--- config.mk ---
export PLATFORM = sky130hd
export DESIGN_NAME = id_digit_sequencer
export DESIGN_NICKNAME = d
export VERILOG_FILES = /design/src/rtl/id_digit_sequencer.sv
export SDC_FILE = /design/constraint.sdc
export NUM_CORES = 1
export LEC_CHECK = 0
export ABC_AREA = 1
export CAP_MARGIN = 0
export CELL_PAD_IN_SITES_DETAIL_PLACEMENT = 2
export CELL_PAD_IN_SITES_GLOBAL_PLACEMENT = 2
export CORE_ASPECT_RATIO = 1.75
export CORE_MARGIN = 4
export CORE_UTILIZATION = 32
export CTS_CLUSTER_SIZE = 28
export DETAILED_ROUTE_END_ITERATION = 8
export HOLD_SLACK_MARGIN = 0.06
export PLACE_DENSITY_LB_ADDON = 0.1
export RECOVER_POWER = 50
export REMOVE_ABC_BUFFERS = 1
export SLEW_MARGIN = 10
export SYNTH_ARGS = -nofsm -noshare
export SYNTH_HDL_FRONTEND = slang
export SYNTH_SLANG_ARGS = --single-unit
--- constraint.sdc ---
create_clock -name clk -period 3.9 [get_ports clk]
set_input_delay 0.78 -clock clk [delete_from_list [all_inputs] [get_ports clk]]
set_output_delay 0.78 -clock clk [all_outputs]
set_load 0.02 [all_outputs]
--- src/rtl/id_digit_sequencer.sv ---
// id_digit_sequencer
// Steps through a fixed ID number one digit at a time on a single
// seven-segment display. The 1 s tick sets the pace. Each digit is lit
// for HOLD_TICKS ticks and then blanked for one tick, so that repeated
// digits can be told apart. The user can pause the sequence with stop,
// step through digits by hand with step, and resume with start.
//
// Ports
//   clk        system clock, all state on the rising edge
//   Reset      asynchronous, active-high, clears all state
//   tick       one-cycle pulse from the 1 s rollover timer
//   start      level: begin or resume sequencing
//   stop       level: pause sequencing (has priority over start)
//   step       one-cycle pulse: manual advance while paused
//   digit_idx  index of the current digit (0 = leftmost ID digit)
//   bcd        nibble of the current digit
//   seg_n      active-low segments {g,f,e,d,c,b,a}
//   running    high while in SHOW or BLANK
//   wrap       one-cycle pulse when digit_idx goes from last to 0
module id_digit_sequencer #(
    parameter int                      NUM_DIGITS = 8,
    parameter logic [4*NUM_DIGITS-1:0] ID_BCD     = 32'h12345678,
    parameter int                      HOLD_TICKS = 2
) (
    input  logic       clk,
    input  logic       Reset,
    input  logic       tick,
    input  logic       start,
    input  logic       stop,
    input  logic       step,
    output logic [3:0] digit_idx,
    output logic [3:0] bcd,
    output logic [6:0] seg_n,
    output logic       running,
    output logic       wrap
);

    localparam logic [3:0] LAST_IDX  = 4'(NUM_DIGITS - 1);
    localparam logic [3:0] HOLD_LAST = 4'(HOLD_TICKS - 1);
    localparam logic [3:0] FIRST_BCD = ID_BCD[4*NUM_DIGITS-1 -: 4];
    localparam logic [6:0] SEG_OFF   = 7'h7F;

    typedef enum logic [1:0] {IDLE, SHOW, BLANK, PAUSED} state_t;

    state_t     state;
    state_t     state_next;
    logic [3:0] idx_next;
    logic [3:0] hold_cnt;
    logic [3:0] hold_next;
    logic       wrap_next;
    logic [3:0] bcd_next;
    logic [6:0] seg_next;
    logic [4*NUM_DIGITS-1:0] id_shifted;

    // Active-low decode. Non-decimal nibbles show a dash (segment g only).
    function automatic logic [6:0] decode(input logic [3:0] d);
        logic [6:0] s;
        case (d)
            4'd0:    s = 7'h40;
            4'd1:    s = 7'h79;
            4'd2:    s = 7'h24;
            4'd3:    s = 7'h30;
            4'd4:    s = 7'h19;
            4'd5:    s = 7'h12;
            4'd6:    s = 7'h02;
            4'd7:    s = 7'h78;
            4'd8:    s = 7'h00;
            4'd9:    s = 7'h10;
            default: s = 7'h3F;
        endcase
        return s;
    endfunction

    // Next-state logic. The input priority is stop > start > step > tick.
    // When start arrives while the sequence is already running, it has no
    // effect. Ticks are still honoured in that case, so a start level that
    // is held high does not freeze the display.
    always_comb begin
        state_next = state;
        idx_next   = digit_idx;
        hold_next  = hold_cnt;
        wrap_next  = 1'b0;
        case (state)
            IDLE: begin
                if (!stop && start) begin
                    state_next = SHOW;
                    hold_next  = 4'd0;
                end
            end
            SHOW: begin
                if (stop) begin
                    state_next = PAUSED;
                    hold_next  = 4'd0;
                end else if (tick) begin
                    if (hold_cnt == HOLD_LAST) begin
                        state_next = BLANK;
                        hold_next  = 4'd0;
                    end else begin
                        hold_next = hold_cnt + 4'd1;
                    end
                end
            end
            BLANK: begin
                if (stop) begin
                    state_next = PAUSED;
                    hold_next  = 4'd0;
                end else if (tick) begin
                    state_next = SHOW;
                    hold_next  = 4'd0;
                    wrap_next  = (digit_idx == LAST_IDX);
                    idx_next   = (digit_idx == LAST_IDX) ? 4'd0 : digit_idx + 4'd1;
                end
            end
            PAUSED: begin
                hold_next = 4'd0;
                if (!stop) begin
                    if (start) begin
                        state_next = SHOW;
                    end else if (step) begin
                        wrap_next = (digit_idx == LAST_IDX);
                        idx_next  = (digit_idx == LAST_IDX) ? 4'd0 : digit_idx + 4'd1;
                    end
                end
            end
            default: begin
                state_next = IDLE;
                idx_next   = 4'd0;
                hold_next  = 4'd0;
            end
        endcase
    end

    // The display outputs are computed from the next state, so the
    // registered outputs change on the same edge as the state does.
    // Digit 0 is the most-significant nibble of ID_BCD.
    always_comb begin
        id_shifted = ID_BCD >> (4 * (NUM_DIGITS - 1 - int'(idx_next)));
        bcd_next   = id_shifted[3:0];
        seg_next   = decode(bcd_next);
        if (state_next == IDLE || state_next == BLANK) begin
            seg_next = SEG_OFF;
        end
    end

    always_ff @(posedge clk or posedge Reset) begin
        if (Reset) begin
            state     <= IDLE;
            digit_idx <= 4'd0;
            hold_cnt  <= 4'd0;
            bcd       <= FIRST_BCD;
            seg_n     <= SEG_OFF;
            running   <= 1'b0;
            wrap      <= 1'b0;
        end else begin
            state     <= state_next;
            digit_idx <= idx_next;
            hold_cnt  <= hold_next;
            bcd       <= bcd_next;
            seg_n     <= seg_next;
            running   <= (state_next == SHOW) || (state_next == BLANK);
            wrap      <= wrap_next;
        end
    end

endmodule

==> reports/qor.csv, run 1 <==
stage;metric;value;unit
run_status;status;finished, final reports clean;
synth;top cell type by total area after synthesis;dfrtp_1;
placed_design;number of port buffers;22;
worst_setup_path;Crit Path Max Fanout;6;
worst_setup_path;nature of the critical path startpoint;input port;
floorplan;DIE WIDTH;56.5;um
min_path;worst hold-check path type;register to register;
synth;Seq cells post-synth;23;
worst_setup_path;Buf/Inv on CP;3;
power_and_ir_drop;cell internal pwr;0.781;mW
job;MaxCap Viol Count;0;
worst_setup_path;crit path DAT;3.19;ns
global_route;Total GRT Usage;14.5;%
layout;fill cell count;463;
clocking;Reg clk slew, reported paths;0.08;ns
worst_setup_path;Setup crit end kind;register;
clocking;Resized Gates After CTS;0;
clocking;# hold bufs at CTS;0;
floorplan;# IOs;23;
clocking;Post-CTS Setup Bufs;0;
detailed_routing;Iter 0 DRT Violations;15;
synth;post-synthesis compound-gate area fraction;5.51;%
timing;Period Utilization, post-route;77.0;%
clocking;CTS tree;built;
worst_setup_path;worst-path cell chain;dlygate4sd3_1 -> nor2_1 -> nand3_4 -> nand2_1 -> nand2_2 -> nand2_1 -> inv_2 -> nor2_1 -> inv_1 -> ha_1 -> nand2_2 -> nand2_1 -> nand2_1;
global_route;largest net degree at the start of global routing;24;
power_and_ir_drop;Psw;0.716;mW
detailed_routing;ANT nets after route;0;
power_and_ir_drop;switching share of power;47.8;%
global_route;vias in the first global route;1289;
floorplan;Initial Utilization;33.4;%
timing;Slew HR;43.6;%
power_and_ir_drop;Power Density;918;nW/um^2
detailed_routing;DRT Pass-1 Iters;2;
synth;adder-cell share of the synthesized area;8.55;%
timing;accumulated negative setup slack;0;ns
synth;Syn Inst Count;164;
detailed_routing;Detailed Route WL;3380;um
global_route;GRT Residual Overflow;0;
detailed_routing;drt drc;0;
synth;Yosys cell types;21;
power_and_ir_drop;sequential share of power;29.0;%
power_and_ir_drop;leak pwr;0.851;nW
detailed_routing;via count;1112;
clocking;H-tree Lvls;1;
layout;design area;1630;sq um
worst_setup_path;max incr delay on CP;0.61;ns
synth;Post-Synth XOR/XNOR Area;0;%
synth;mapped cell area;1320;sq um
timing;Fmax;333;MHz
placed_design;Post-DP Area;1600;sq um
layout;Area Growth Syn to Fin;23.6;%
timing;RSZ-0062 raised after global routing;false;
layout;ratio of cells with drive above 1 in the final layout;16.8;%
synth;Post-Synth Simple-Gate Area;31.7;%
layout;diode count;0;
synth;largest family of logic cells by synthesized area;simple AND/OR/NAND/NOR gates;
timing;setup violators final;0;
clocking;Root Buffer;clkbuf_8;
placed_design;gp weighted congestion;0.794;
clocking;CTS Buf Count;3;
clocking;clock sinks;23;
placed_design;hpwl dp;2870;um
worst_setup_path;most frequent CP cell;nand2_1;
timing;final critical path time including I/O delays and setup;3.00;ns
worst_setup_path;CP top delay family;simple AND/OR/NAND/NOR gates;
global_route;initial antenna violation count;0;
layout;most common cell after layout, fill and taps aside;nand2_1;
synth;Syn Area/Cell;8.03;sq um
synth;Synth area leaders;dfrtp_1 28%, dfstp_2 16%, nand2_1 10%;
floorplan;Die ar.;5250;sq um
worst_setup_path;CP Class;input port to register;
timing;Worst Tran Pin Value;0.845;ns
floorplan;core region area;3940;sq um
synth;multiplexer share of the synthesized area;0;%
synth;share of the synthesized area in the top cell type;28.5;%
clocking;Max Buffers Root-to-Sink;2;
power_and_ir_drop;maximum vdd drop;0.000352;V
clocking;Worst-Skew Late Latency;0.26;ns
power_and_ir_drop;combinational share of power;61.1;%
synth;Synth Warn #;0;
timing;Hold Violations, Final;0;
worst_setup_path;slowest stage cell on the critical path;dlygate4sd3_1;
floorplan;Rows;30;
detailed_routing;WL/cell;14.2;um
placed_design;dpl ws;0.718;ns
global_route;first-pass GRT wire length;6020;um
worst_setup_path;WP data required;4.08;ns
power_and_ir_drop;Clk network pwr share;9.8;%
timing;fin worst setup slack;0.896;ns
detailed_routing;Vias/cell;4.67;
layout;nets@finish;206;
timing;Clock Skews;0.00302;ns
timing;Max Slew Vio Count;0;
synth;post-synthesis sequential area ratio;44.4;%
timing;Worst Hold Slack;0.560;ns
layout;most frequent cells in the layout;39 x nand2_1, 27 x inv_1, 19 x clkdlybuf4s50_1;
floorplan;Die Y;92.9;um
[sequential cells by signal (all words and copies together) (netlist names)]
name,flops
state,2
running,1
bcd,4
hold_cnt,4
seg_n,7
digit_idx,4
wrap,1
[kinds of logic after synthesis]
family | after synthesis
compound gates | 12
fa+ha+maj | 9
buf+inv | 34
flops | 23
simple gates | 86
[synthesized netlist by cell type]
cell,n
o41ai_1,1
inv_1,27
nor2_2,2
nand2_2,10
o21ai_0,4
nand3_2,3
nor2_1,17
dfrtp_1,15
clkinv_2,1
nand4_1,3
ha_1,9
or2_2,1
nor2_4,1
dfstp_2,8
nand2_1,36
a21oi_1,4
o221ai_1,1
nand3_1,12
inv_2,6
nand3_4,1
o21a_1,2
[per-layer routing]
layer | track usage, % | up-vias | wire length, um
li1 | - | 554 | -
met1 | 15.5 | 536 | 1310
met2 | 27.6 | 15 | 1920
met3 | 1.81 | 7 | 76
met4 | 5.94 | 0 | 70
met5 | 0 | - | 0
[final timing paths]
check	startpoint	to	slack [ns]	cells after the start
min in group asynchronous	Reset	hold_cnt[3]	1.12	2
worst min register to register	digit_idx[3]	wrap	0.56	1
max in group asynchronous	Reset	digit_idx[0]	2.26	2
worst max-delay path	stop	seg_n[3]	0.90	13
worst min-delay path	digit_idx[3]	wrap	0.56	1
worst max register to register	digit_idx[1]	seg_n[3]	1.53	14
[power by group through the flow]
stage               clock, mW  sequential, mW  combinational (mW)
detailed placement          0           0.444               0.940
floorplan                   0           0.534               0.505
global placement            0           0.438               0.895
CTS                     0.155           0.439               0.949
global route            0.167           0.453                1.04
finish                  0.147           0.434               0.915
[area by class of cell]
type	instances	area, sq um	share of cell area [%]
Sequential cell	23	586	35.9
Inverter	34	129	7.91
Timing Repair Buffer	22	220	13.5
Clock inverter	1	5.00	0.307
Multi-Input combinational cell	107	588	36.1
Clock buffer	3	41.3	2.53
Tap cell	48	60.1	3.69
[metrics by stage]
stage / utilization [%] / power, mW / std cells
2_1_floorplan: - / 1.04 / 164
3_3_place_gp: 40.5 / 1.33 / 234
3_5_place_dp: 40.5 / 1.38 / 234
4_1_cts: 41.7 / 1.54 / 238
5_1_grt: 41.3 / 1.66 / 238
6_report: 41.3 / 1.50 / 238
Power figures use the tool's default switching activity.
==> run 2: changes to the inputs <==
--- a/config.mk
+++ b/config.mk
@@ -11,7 +11,7 @@
 export CELL_PAD_IN_SITES_GLOBAL_PLACEMENT = 2
 export CORE_ASPECT_RATIO = 1.75
 export CORE_MARGIN = 4
-export CORE_UTILIZATION = 32
+export CORE_UTILIZATION = 27
 export CTS_CLUSTER_SIZE = 28
 export DETAILED_ROUTE_END_ITERATION = 8
 export HOLD_SLACK_MARGIN = 0.06
==> constraint.sdc (replaced) <==
create_clock -name clk -period 2.7 [get_ports clk]
set_input_delay 0.54 -clock clk [delete_from_list [all_inputs] [get_ports clk]]
set_output_delay 0.54 -clock clk [all_outputs]
set_load 0.02 [all_outputs]
==> run 2 against run 1 <==
Via count grew 2.5%; highest routed layer unchanged; core utilization shrank 6.1 points; die area grew 16%; flip-flop and latch count is the same; critical endpoint is now seg_n[5]; design area grew 1.8%; largest cell class unchanged; first-iteration DRC count grew 110%.
==> reports/qor.csv, run 2 (same netlist as run 1, synthesis figures left out) <==
stage;metric;value;unit;change
power_and_ir_drop;maximum vdd drop;0.000611;V;+74%
floorplan;Initial Utilization;28.0;%;-5.4 points
layout;Largest register FFs;7;;unchanged
timing;Fmax;414;MHz;
clocking;H-tree Lvls;1;;unchanged
floorplan;DIE WIDTH;60.8;um;+7.6%
detailed_routing;Detailed Route WL;3580;um;+6.0%
run_status;status;finished, final reports clean;;
clocking;Worst-Skew Late Latency;0.27;ns;about the same
power_and_ir_drop;Power Density;1310;nW/um^2;+43%
worst_setup_path;CP Class;input port to register;;
timing;Worst Tran Pin Value;1.23;ns;+0.387 ns
detailed_routing;drt drc;0;;unchanged
power_and_ir_drop;leak pwr;0.864;nW;+1.5%
worst_setup_path;crit path DAT;2.62;ns;-0.57 ns
timing;RSZ-0062 raised after global routing;false;;
worst_setup_path;WP data required;2.91;ns;-1.17 ns
layout;Largest Register;seg_n;;
global_route;Total GRT Usage;13.2;%;-1.3 points
timing;fin worst setup slack;0.285;ns;-0.611 ns
floorplan;# IOs;23;;unchanged
layout;diode count;0;;unchanged
layout;ratio of cells with drive above 1 in the final layout;18.7;%;+1.8 points
worst_setup_path;Setup crit end kind;register;;
global_route;vias in the first global route;1316;;+2.1%
global_route;GRT Residual Overflow;0;;unchanged
global_route;largest net degree at the start of global routing;24;;unchanged
floorplan;Die ar.;6110;sq um;+16%
placed_design;dpl ws;-0.0333;ns;-0.752 ns
timing;Slew HR;17.9;%;-26 points
detailed_routing;ANT nets after route;0;;unchanged
layout;area of the multi-input gates;593;sq um;+0.85%
timing;Worst Hold Slack;0.555;ns;-0.00485 ns
detailed_routing;via count;1140;;+2.5%
timing;final critical path time including I/O delays and setup;2.41;ns;
layout;Area Growth Syn to Fin;25.8;%;
floorplan;core region area;4710;sq um;+19%
layout;most common cell after layout, fill and taps aside;nand2_1;;
placed_design;Placed Cells;241;;+3.0%
floorplan;Rows;33;;+10%
timing;Clock Skews;0.00551;ns;+0.00249 ns
layout;fill cell count;578;;+25%
placed_design;hpwl dp;3030;um;+5.6%
placed_design;gp weighted congestion;0.798;;+0.53%
clocking;# hold bufs at CTS;0;;unchanged
clocking;Reg clk slew, reported paths;0.08;ns;about the same
min_path;worst hold-check path type;register to register;;
detailed_routing;DRT Pass-1 Iters;4;;+2
clocking;clock sinks;23;;unchanged
layout;nets@finish;209;;+1.5%
detailed_routing;Vias/cell;4.65;;-0.41%
placed_design;number of port buffers;22;;unchanged
timing;Period Utilization, post-route;89.4;%;
timing;setup violators final;0;;unchanged
clocking;Max Buffers Root-to-Sink;2;;unchanged
layout;most frequent cells in the layout;37 x nand2_1, 27 x inv_1, 19 x clkdlybuf4s50_1;;
clocking;Post-CTS Setup Bufs;0;;unchanged
layout;register area;586;sq um;unchanged
global_route;initial antenna violation count;0;;unchanged
clocking;Root Buffer;clkbuf_8;;
layout;final std cells w/o fill;245;;+2.9%
job;MaxCap Viol Count;0;;unchanged
worst_setup_path;nature of the critical path startpoint;input port;;
clocking;CTS Buf Count;3;;unchanged
global_route;first-pass GRT wire length;6120;um;+1.7%
timing;Hold Violations, Final;0;;unchanged
floorplan;Die Y;100;um;+8.1%
detailed_routing;WL/cell;14.6;um;+2.9%
clocking;CTS tree;built;;
detailed_routing;Iter 0 DRT Violations;32;;+17
clocking;Resized Gates After CTS;0;;unchanged
timing;Max Slew Vio Count;0;;unchanged
worst_setup_path;Crit Path Max Fanout;5;;-1
-- run 2: cell types whose count changed in the layout (fill, tap and decap cells not counted), sizes merged --
cell | previous run | this run
clkbuf | 3 | 4
buf | 0 | 2
-- run 2: power breakdown --
part	total [mW]	internal (mW)	switching (mW)
Combinational	1.34	0.510	0.830
Clock	0.214	0.103	0.111
Sequential	0.625	0.537	0.0882
Total	2.18	1.15	1.03
-- run 2: worst paths after layout --
check	from	endpoint	slack, ns	cells after the start
max	step	seg_n[5]	0.29	16
max in group asynchronous	Reset	bcd[1]	0.85	3
max reg2reg	digit_idx[0]	seg_n[5]	0.54	14
min	digit_idx[3]	wrap	0.55	1
min in group asynchronous	Reset	hold_cnt[3]	1.12	3
min reg2reg	digit_idx[3]	wrap	0.55	1
-- run 2: final cells by class --
cell class | instances | area share [%]
clock buffer | 3 | 2.49
clock inverter | 1 | 0.302
inverter | 34 | 7.77
multi-input combinational | 107 | 35.8
sequential | 23 | 35.3
tap | 52 | 3.92
timing repair buffer | 25 | 14.4
-- run 2: routing by layer --
metal,GRT usage (%),share of wire (%),routed length [um],up-vias
li1,-,-,-,559
met5,0,0,0,-
met2,26.5,60,2150,14
met4,4.01,1.3,46,0
met3,1.67,2.2,79,4
met1,13.0,36,1300,563
-- run 2: worst max-delay path, stage by stage --
cell	delay, ns
clkdlybuf4s50_1	0.50
inv_1	0.05
nor2_1	0.16
nand3_4	0.11
nand2_2	0.12
nand2_2	0.06
nand2_2	0.10
inv_2	0.06
nand2_2	0.06
nand3_1	0.19
inv_1	0.20
ha_1	0.17
inv_1	0.04
nand4_1	0.09
nand3_1	0.08
nand2_1	0.06
-- run 2: stage by stage --
step                power, mW  util [%]  setup TNS, ns  cell area [sq um]
finish                   2.18      35.2              0               1660
global route             2.41      35.2              0               1660
CTS                      2.26      35.5              0               1670
detailed placement       2.03      34.5        -0.0333               1630
global placement         1.99      34.5              0               1630
floorplan                1.50         -              0               1320
==> patch, RTL diff (flow settings as in run 2) <==
Register the inputs `tick`, `start`, `stop` and `step` before use. The logic sees them one clock later. Comments in the files are not updated.
--- a/src/rtl/id_digit_sequencer.sv
+++ b/src/rtl/id_digit_sequencer.sv
@@ -43,4 +43,16 @@
     typedef enum logic [1:0] {IDLE, SHOW, BLANK, PAUSED} state_t;
 
+    logic tick_q;
+    logic start_q;
+    logic stop_q;
+    logic step_q;
+
+    always_ff @(posedge clk) begin
+        tick_q  <= tick;
+        start_q <= start;
+        stop_q  <= stop;
+        step_q  <= step;
+    end
+
     state_t     state;
     state_t     state_next;
@@ -83,5 +95,5 @@
         case (state)
             IDLE: begin
-                if (!stop && start) begin
+                if (!stop_q && start_q) begin
                     state_next = SHOW;
                     hold_next  = 4'd0;
@@ -89,8 +101,8 @@
             end
             SHOW: begin
-                if (stop) begin
+                if (stop_q) begin
                     state_next = PAUSED;
                     hold_next  = 4'd0;
-                end else if (tick) begin
+                end else if (tick_q) begin
                     if (hold_cnt == HOLD_LAST) begin
                         state_next = BLANK;
@@ -102,8 +114,8 @@
             end
             BLANK: begin
-                if (stop) begin
+                if (stop_q) begin
                     state_next = PAUSED;
                     hold_next  = 4'd0;
-                end else if (tick) begin
+                end else if (tick_q) begin
                     state_next = SHOW;
                     hold_next  = 4'd0;
@@ -114,8 +126,8 @@
             PAUSED: begin
                 hold_next = 4'd0;
-                if (!stop) begin
-                    if (start) begin
+                if (!stop_q) begin
+                    if (start_q) begin
                         state_next = SHOW;
-                    end else if (step) begin
+                    end else if (step_q) begin
                         wrap_next = (digit_idx == LAST_IDX);
                         idx_next  = (digit_idx == LAST_IDX) ? 4'd0 : digit_idx + 4'd1;
Function: changed (a bounded check fails within 4 cycles, from zero or initial values and one cycle with Reset high).
==> patch against run 2 <==
- register-to-register slack worse by 180 ps
- cell area rose by 7.8%
- hold slack improved by 25 ps
- via count rose by 6.1%
- sequential cell count grew 4
- clock skew is 0.72 ps higher
- core utilization fell by 1.2 points
- largest cell class is now flip-flops and latches
- non-clock buffer count stayed put
- synthesized area rose by 11%
- total power increased by 8.2%
- wire length rose by 8.7%
- setup slack improved by 74 ps
==> patch: results <==
{
  "clock_skew_ps": 6.23,
  "status": "finished clean",
  "cp.arrival_ps": 2520,
  "max-vdd-ir-drop_mv": 0.468,
  "synth_fa_ha_area_share_pct": 7.71,
  "cts-resized-gates": 0,
  "htreeDepth": 1,
  "worstReg2RegEnd": "seg_n[5]$_DFF_PP1_",
  "synth-compound-area-share_pct": 7.62,
  "fin_nets": 213,
  "synthArstFlopShare_pct": 85.2,
  "grt_use_total_pct": 12.7,
  "reg2reg_slack_ps": 360,
  "gp_congestion": 0.852,
  "cp_max_fo": 4,
  "portBuffers": 22,
  "synth-seq-area-share_pct": 45.5,
  "grt_pass1_vias": 1384,
  "synthXorXnorAreaFrac_pct": 0,
  "largest_register": "seg_n",
  "hold_class": "flop to flop",
  "slowest_stage": "dfrtp_1",
  "worstReg2RegStart": "state[0]$_DFF_PP0_",
  "cts_buffers": 3,
  "antenna_cells": 0,
  "clock_latency_ps": 270,
  "post_route_cells_drive_above_1_share_pct": 17.8,
  "via_per_inst": 4.80,
  "tightest_slew_ps": 865,
  "grt_max_degree": 20,
  "synthDistinctLibCells": 27,
  "cellLeakagePower_nw": 0.906,
  "whs_ps": 580,
  "clock_path_buffers": 2,
  "drtPass1Iterations": 2,
  "hold_path_end": "wrap$_DFF_PP0_",
  "drt_wl_total_mm": 3.89,
  "crit_path_max_incr_delay_ps": 440,
  "num-fill-cells": 622,
  "antenna_found_initial": 0,
  "grt_pass1_wl_mm": 6.64,
  "min_path_cells": 1,
  "ys_top_cells_by_count": "nand2_1, inv_1, dfrtp_1",
  "dp_hpwl_mm": 3.24,
  "ys_top_cells_by_area": "dfrtp_1, dfstp_2, nand2_1",
  "largest_reg_flops": 7,
  "detail_route.iter0.violations": 13
}
## patch: cell count changes after synthesis, moves of 3 or more
cell,change
nand2_4,+5
dfxtp_1,+4
inv_1,-4
nand2_2,-4
nor2_1,-4
nor3_1,+3
## patch: per-stage QoR
stage | utilization (%) | setup slack (ps) | std cells | area (um2)
global placement | 33.6 | 427 | 247 | 1770
CTS | 34.5 | 264 | 251 | 1810
floorplan | - | 341 | 168 | 1460
global route | 34.0 | 58.8 | 252 | 1790
detailed placement | 33.6 | 296 | 247 | 1770
finish | 34.0 | 359 | 252 | 1790
## patch: worst register-to-register path, cell delays in order (launching register included)
cell and delay [ps]:
dfrtp_1 440, nand2_1 90, clkinv_1 100, nand3_1 260
nand3_1 130, nand2_2 130, inv_2 70, o21ai_0 260
nor2_1 100, buf_4 160, ha_1 180, inv_1 50
nand4_1 110, nand3_1 110, nand2_1 50
## patch: layout make-up
type                       count  area (um2)  area share, %
inverter                      30         113           6.30
timing repair buffer          25         239           13.4
multi-input combinational    111         657           36.7
sequential                    27         666           37.2
tap                           55        68.8           3.85
clock buffer                   4        45.0           2.52
## patch: cell families (layout without fill, tap and decap cells)
kind of cell | count (synthesis) | in the layout
adder cells (fa/ha/maj) | 9 | 9
AO/OA/AOI/OAI | 15 | 15
AND/OR/NAND/NOR | 87 | 87
buffers and inverters | 30 | 59
flip-flops | 27 | 27
## patch: how the worst max path moves through the flow
stage	slack (ps)	startpoint	end
final	360	state[0]$_DFF_PP0_	seg_n[5]$_DFF_PP1_
after global routing	60	state[0]$_DFF_PP0_	seg_n[5]$_DFF_PP1_
after CTS	260	digit_idx[1]$_DFF_PP0_	seg_n[3]$_DFF_PP1_
after detailed placement	300	digit_idx[1]$_DFF_PP0_	seg_n[3]$_DFF_PP1_
after global placement	430	digit_idx[1]$_DFF_PP0_	seg_n[3]$_DFF_PP1_
after floorplan	340	digit_idx[1]$_DFF_PP0_	seg_n[3]$_DFF_PP1_
## patch: timing repair
item,CTS,global route
endpoints found under the setup margin,0,1
endpoints found under the hold margin,0,0
hold buffers,0,0
setup buffers,0,1
## patch: power by group
part / switching [mW] / total [mW] / internal, mW
logic: 0.885 / 1.44 / 0.556
registers: 0.0915 / 0.689 / 0.598
clock network: 0.124 / 0.229 / 0.106
## patch: layer usage
metal  GRT usage, %  share of wire [%]  vias up
li1               -                  -      582
met1           12.5                 37      606
met2           25.7                 59       15
met3           1.49                1.7        6
met4           4.95                1.9        0
met5              0                  0        -
